==> src/rtl/lc3b_hazard_ctrl_pkg.sv <==
`default_nettype none
// ============================================================================
// Module   : lc3b_types (package)
// Purpose  : Shared LC-3b pipeline types: register index, control word,
//            NOP control word, hazard FSM states and hazard-control bundle.
// Revision : 1.0 - initial release
// ============================================================================
package lc3b_types;

  // Architectural register index (R0..R7)
  typedef logic [2:0] lc3b_reg;

  // Control word carried down the pipeline registers
  typedef struct packed {
    logic [3:0] opcode;
    logic       load_regfile;
    logic       mem_read;
    logic       mem_write;
    logic       load_cc;
    logic       br_en;
    lc3b_reg    dest;
  } lc3b_control_word;

  // A NOP writes nothing and touches no memory, so all-zero is safe
  localparam lc3b_control_word c_nop_ctrl = '0;

  // Hazard controller states
  typedef enum logic [1:0] {
    HZ_RUN        = 2'd0,
    HZ_DMEM_WAIT  = 2'd1,
    HZ_IMEM_DRAIN = 2'd2
  } lc3b_hz_state;

  // Pipeline enables / flushes produced each cycle
  typedef struct packed {
    logic pc_load;
    logic ifid_load;
    logic idex_load;
    logic exmem_load;
    logic memwb_load;
    logic ifid_flush;
    logic idex_flush;
    logic exmem_flush;
    logic idex_bubble;
    logic redirect_pending;
  } lc3b_hz_ctrl;

  // Default "everything advances" control bundle
  localparam lc3b_hz_ctrl c_ctl_advance = '{
    pc_load: 1'b1, ifid_load: 1'b1, idex_load: 1'b1, exmem_load: 1'b1,
    memwb_load: 1'b1, ifid_flush: 1'b0, idex_flush: 1'b0, exmem_flush: 1'b0,
    idex_bubble: 1'b0, redirect_pending: 1'b0
  };

  // True when a source operand is really read and matches the destination
  function automatic logic lc3b_src_match(input logic uses, input lc3b_reg sr,
                                          input lc3b_reg dest);
    return uses && (sr == dest);
  endfunction

endpackage
`default_nettype wire

==> src/rtl/lc3b_sat_counter.sv <==
`default_nettype none
// ============================================================================
// Module   : lc3b_sat_counter
// Purpose  : Saturating up-counter with synchronous clear and async reset.
// Revision : 1.0 - initial release
// ============================================================================
module lc3b_sat_counter #(
  parameter int WIDTH = 16
) (
  input  logic             clk,
  input  logic             reset_n,
  input  logic             i_clr,
  input  logic             i_inc,
  output logic [WIDTH-1:0] o_count
);

  localparam logic [WIDTH-1:0] c_max = {WIDTH{1'b1}};
  localparam logic [WIDTH-1:0] c_one = {{(WIDTH-1){1'b0}}, 1'b1};

  logic [WIDTH-1:0] count_d;
  logic [WIDTH-1:0] count_q;

  // Next count: clear wins, otherwise increment until all-ones then hold
  always_comb begin
    count_d = count_q;
    if (i_clr) begin
      count_d = '0;
    end else if (i_inc && (count_q != c_max)) begin
      count_d = count_q + c_one;
    end
  end

  // Count register
  always_ff @(posedge clk or negedge reset_n) begin
    if (!reset_n) begin
      count_q <= '0;
    end else begin
      count_q <= count_d;
    end
  end

  assign o_count = count_q;

endmodule
`default_nettype wire

==> src/rtl/lc3b_hazard_ctrl.sv <==
`default_nettype none
// ============================================================================
// Module   : lc3b_hazard_ctrl
// Purpose  : Five-stage LC-3b hazard/stall controller. Freezes the pipe on
//            data-memory waits, flushes on taken branches, inserts load-use
//            bubbles, holds fetch on I-miss and counts stalls/flushes.
// Revision : 1.0 - initial release
// ============================================================================
module lc3b_hazard_ctrl
  import lc3b_types::*;
#(
  parameter int CNT_W = 16
) (
  input  logic             clk,
  input  logic             reset_n,
  input  logic [2:0]       ifid_sr1,
  input  logic [2:0]       ifid_sr2,
  input  logic             ifid_uses_sr1,
  input  logic             ifid_uses_sr2,
  input  logic [2:0]       idex_dest,
  input  logic             idex_load_regfile,
  input  logic             idex_mem_read,
  input  logic             exmem_mem_req,
  input  logic             dmem_resp,
  input  logic             imem_resp,
  input  logic             br_taken,
  output logic             pc_load,
  output logic             ifid_load,
  output logic             idex_load,
  output logic             exmem_load,
  output logic             memwb_load,
  output logic             ifid_flush,
  output logic             idex_flush,
  output logic             exmem_flush,
  output logic             idex_bubble,
  output logic             redirect_pending,
  output logic [CNT_W-1:0] stall_cycles,
  output logic [CNT_W-1:0] flush_count
);

  lc3b_hz_state state_d;
  lc3b_hz_state state_q;

  lc3b_hz_ctrl  w_ctl;
  lc3b_hz_ctrl  w_ctl_out;
  logic         w_freeze;
  logic         w_load_use;
  logic         w_br_accept;

  assign w_freeze   = exmem_mem_req && !dmem_resp;
  assign w_load_use = idex_mem_read && idex_load_regfile &&
                      (lc3b_src_match(ifid_uses_sr1, ifid_sr1, idex_dest) ||
                       lc3b_src_match(ifid_uses_sr2, ifid_sr2, idex_dest));

  // State register; reset abandons any pending drain or freeze
  always_ff @(posedge clk or negedge reset_n) begin
    if (!reset_n) begin
      state_q <= HZ_RUN;
    end else begin
      state_q <= state_d;
    end
  end

  // Next state: freeze dominates, a taken branch that misses fetch drains
  always_comb begin
    state_d = state_q;
    case (state_q)
      HZ_RUN, HZ_DMEM_WAIT: begin
        if (w_freeze) begin
          state_d = HZ_DMEM_WAIT;
        end else if (br_taken && !imem_resp) begin
          state_d = HZ_IMEM_DRAIN;
        end else begin
          state_d = HZ_RUN;
        end
      end
      HZ_IMEM_DRAIN: begin
        if (imem_resp) begin
          state_d = HZ_RUN;
        end
      end
      default: state_d = HZ_RUN;
    endcase
  end

  // Outputs: prioritised freeze > branch > load-use > fetch wait
  always_comb begin
    w_ctl       = c_ctl_advance;
    w_br_accept = 1'b0;
    case (state_q)
      HZ_RUN, HZ_DMEM_WAIT: begin
        if (w_freeze) begin
          w_ctl = '0;
        end else if (br_taken) begin
          w_br_accept       = 1'b1;
          w_ctl.ifid_flush  = 1'b1;
          w_ctl.idex_flush  = 1'b1;
          w_ctl.exmem_flush = 1'b1;
          if (imem_resp) begin
            w_ctl.redirect_pending = 1'b1;
          end else begin
            w_ctl.pc_load = 1'b0;
          end
        end else if (w_load_use) begin
          w_ctl.pc_load     = 1'b0;
          w_ctl.ifid_load   = 1'b0;
          w_ctl.idex_bubble = 1'b1;
        end else if (!imem_resp) begin
          w_ctl.pc_load    = 1'b0;
          w_ctl.ifid_flush = 1'b1;
        end
      end
      HZ_IMEM_DRAIN: begin
        // Wrong-path word is discarded; PC waits for the redirect fetch
        w_ctl.redirect_pending = 1'b1;
        w_ctl.ifid_flush       = 1'b1;
        w_ctl.pc_load          = imem_resp;
      end
      default: w_ctl = c_ctl_advance;
    endcase
  end

  // Everything is held inactive while reset is asserted
  assign w_ctl_out = reset_n ? w_ctl : '0;

  assign pc_load          = w_ctl_out.pc_load;
  assign ifid_load        = w_ctl_out.ifid_load;
  assign idex_load        = w_ctl_out.idex_load;
  assign exmem_load       = w_ctl_out.exmem_load;
  assign memwb_load       = w_ctl_out.memwb_load;
  assign ifid_flush       = w_ctl_out.ifid_flush;
  assign idex_flush       = w_ctl_out.idex_flush;
  assign exmem_flush      = w_ctl_out.exmem_flush;
  assign idex_bubble      = w_ctl_out.idex_bubble;
  assign redirect_pending = w_ctl_out.redirect_pending;

  lc3b_sat_counter #(.WIDTH(CNT_W)) u_stall_cnt (
    .clk     (clk),
    .reset_n (reset_n),
    .i_clr   (1'b0),
    .i_inc   (reset_n && !w_ctl_out.pc_load),
    .o_count (stall_cycles)
  );

  lc3b_sat_counter #(.WIDTH(CNT_W)) u_flush_cnt (
    .clk     (clk),
    .reset_n (reset_n),
    .i_clr   (1'b0),
    .i_inc   (reset_n && w_br_accept),
    .o_count (flush_count)
  );

endmodule
`default_nettype wire

==> config.mk <==
export PLATFORM = sky130hd
export DESIGN_NAME = lc3b_hazard_ctrl
export DESIGN_NICKNAME = d
export VERILOG_FILES = /design/src/rtl/lc3b_hazard_ctrl_pkg.sv /design/src/rtl/lc3b_sat_counter.sv /design/src/rtl/lc3b_hazard_ctrl.sv
export SDC_FILE = /design/constraint.sdc
export NUM_CORES = 1
export LEC_CHECK = 0
export CORE_ASPECT_RATIO = 1.5
export CORE_MARGIN = 4
export CORE_UTILIZATION = 48
export CTS_CLUSTER_DIAMETER = 60
export DETAILED_ROUTE_END_ITERATION = 12
export HOLD_SLACK_MARGIN = 0.05
export PLACE_DENSITY_LB_ADDON = 0.08
export SYNTH_ARGS = -nofsm -noshare
export SYNTH_HDL_FRONTEND = slang
export SYNTH_SLANG_ARGS = --single-unit
==> constraint.sdc <==
create_clock -name clk -period 2.85 [get_ports clk]
set_clock_uncertainty 0.15 [all_clocks]
set_input_delay 0.285 -clock clk [delete_from_list [all_inputs] [get_ports clk]]
set_output_delay 0.285 -clock clk [all_outputs]
set_load 0.05 [all_outputs]
==> reports/metrics.yaml <==
place_congestion: 0.8283
dieArea_sq_um: 4706
drc: 0
crit_path_start_kind: "input port"
cts_tree: "done"
grt_pass1_vias: 1579
numCtsBuffers: 5
synth_cell_types: 31
drv_slew: 0
clk_pin_slew_ns: 0.07
post-cts-setup-buffers: 0
synth_common_cells: "dfrtp_1 (34), xnor2_1 (27), nand4_1 (14)"
viasPerCell: 5.495
io_pins: 61
p_per_area_nw_per_um2: 675.9
cap_violations: 0
fin_crit_ns: 2.544
required_ns: 2.41
setup_tns_ns: 0
cellLeakagePower_nw: 1.133
dr.pass1.iters: 4
root_buffer: "clkbuf_8"
overflow: 0
rsz0062_at_grt: "false"
io_buffers: 60
grt_antenna_before_repair: 0
status: "completed"
synth-seq-area-share: 0.4850
start_util: 0.5040
die_h_um: 82.04
wl_per_cell_um: 15.47
synth_edf_count: 0
endpoint_kind: "primary output"
rows: 26
cts.path.max_buffers: 2
yosysTopAreaCell: "dfrtp_1"
holdWs_ns: 0.08775
ys_seq_elements: 34
ant_nets: 0
fmax_mhz: 393.1
ctsHoldBuffers: 0
synth_area_leaders: "dfrtp_1 (49%), xnor2_1 (13%), nand4_1 (5.0%)"
relSlewSlack: 0.6524
synth.cell_area_sq_um: 1754
arrival_ns: 2.11
drive_gt1_frac: 0.1097
post-dp-hpwl_um: 3413
yosysMostFrequentCell: "dfrtp_1"
cts.sinks: 34
slowest_stage: "clkdlybuf4s50_1"
synth_flop_cell: "dfrtp_1"
async_reset_ff_frac: 1.000
cts_resized: 0
path_cells: "clkdlybuf4s50_1 -> o21ai_0 -> inv_1 -> nand2b_1 -> a221oi_1 -> buf_12"
setup_viol: 0
nFillCells: 247
r2r_start: "u_flush_cnt.o_count[0]"
via_count: 1533
finalNetCount: 257
clk_latency_ns: 0.28
max_stage_delay_ns: 0.61
hold_violations: 0
avgSynthCellArea_sq_um: 10.20
syn_inst: 172
drtIter0Drc: 46
finalPower_mw: 1.744
reg2reg_setup_slack_ns: 0.78
die_x_um: 57.36
synth_top_area_frac: 0.4850
critPathKind: "input port to primary output"
yosys_warnings: 0
finalWirelength_um: 4315
reg2reg_depth: 6
ir_worst_vdd_v: 0.0005463
fin_crit_sh: 0.8926
crit_fanout: 7
area_growth_pct: 47.08
hp-class: "input port to async pin"
num_antenna_cells: 0
synth_nets: 193
r2r-end: "u_flush_cnt.o_count[13]"
cts-htree-levels: 2
grt_pass1_wl_um: 7134
coreArea_sq_um: 3481
grt_max_degree: 35
gr-usage-all-layers: 0.1949
worst_pin_slew_ns: 0.5198
==> logic make-up after synthesis <==
family / after synthesis / synth area share
buf+inv: 11 / 0.03424
compound gates: 13 / 0.05493
flops: 34 / 0.4850
simple gates: 76 / 0.2297
mux: 2 / 0.01213
fa+ha+maj: 2 / 0.01426
xor+xnor: 34 / 0.1698
==> through the flow <==
step / cells / setup WS, ns / cell area, sq um / utilization
finish: 279 / 0.3062 / 2580 / 0.7412
global route: 279 / 0.1851 / 2580 / 0.7412
CTS: 279 / 0.3046 / 2580 / 0.7412
detailed placement: 271 / 0.3193 / 2485 / 0.7139
global placement: 271 / 0.4006 / 2485 / 0.7139
floorplan: 172 / 0.1460 / 1754 / -
==> how the worst max path moves through the flow <==
stage / start / to / slack [ns]
2_1_floorplan: state_q[1] / ifid_flush / 0.15
3_3_place_gp: reset_n / ifid_flush / 0.40
3_5_place_dp: reset_n / ifid_flush / 0.32
4_1_cts: reset_n / ifid_flush / 0.30
5_1_grt: reset_n / ifid_flush / 0.19
6_report: reset_n / ifid_flush / 0.31
==> final cells by class <==
cell class,count,area (sq um),area share
flip-flops and latches,34,850.8,0.3298
multi-input cells,127,843.3,0.3269
repair buffers,62,715.7,0.2774
clock buffers,6,82.58,0.03201
well taps,42,52.55,0.02037
inverters,6,22.52,0.008729
clock inverters,2,12.51,0.004850
==> placed cells by master, fill, tap and decap left out, types with 5 or more instances in the layout <==
master           netlist  final
nand4_1               14     14
a21oi_1                5      5
xnor2_1               27     27
dfrtp_1               34     34
nand3_1               12     12
nor3_1                 6      6
buf_12                 0     10
nor2_1                10     10
and3_1                11     11
nand2_1               13     13
xor2_1                 7      7
clkdlybuf4s50_1        0     50
inv_1                  6      6
clkbuf_8               0      6
==> report_power, final <==
group	switching [mW]	internal, mW
Combinational	0.444	0.266
Clock	0.172	0.194
Sequential	0.106	0.561
==> flip-flops by register name, summed over array words and instances, names as in the netlist <==
| signal | count |
|---|---|
| u_flush_cnt.o_count | 16 |
| u_stall_cnt.o_count | 16 |
| state_q | 2 |
==> critical path, delay by kind of cell <==
family	cells	cell delay, ns
AOI/OAI and AO/OA	2	0.60
buffers and inverters	3	1.07
and+or+nand+nor	1	0.14
==> per-layer routing <==
layer	track usage	vias up	share of wire
li1	-	723	-
met1	0.2004	756	0.38
met2	0.3835	46	0.57
met3	0.04403	8	0.044
met4	0.05568	0	0.011
met5	0	-	0
No activity file was read; power rests on OpenSTA's default activity.
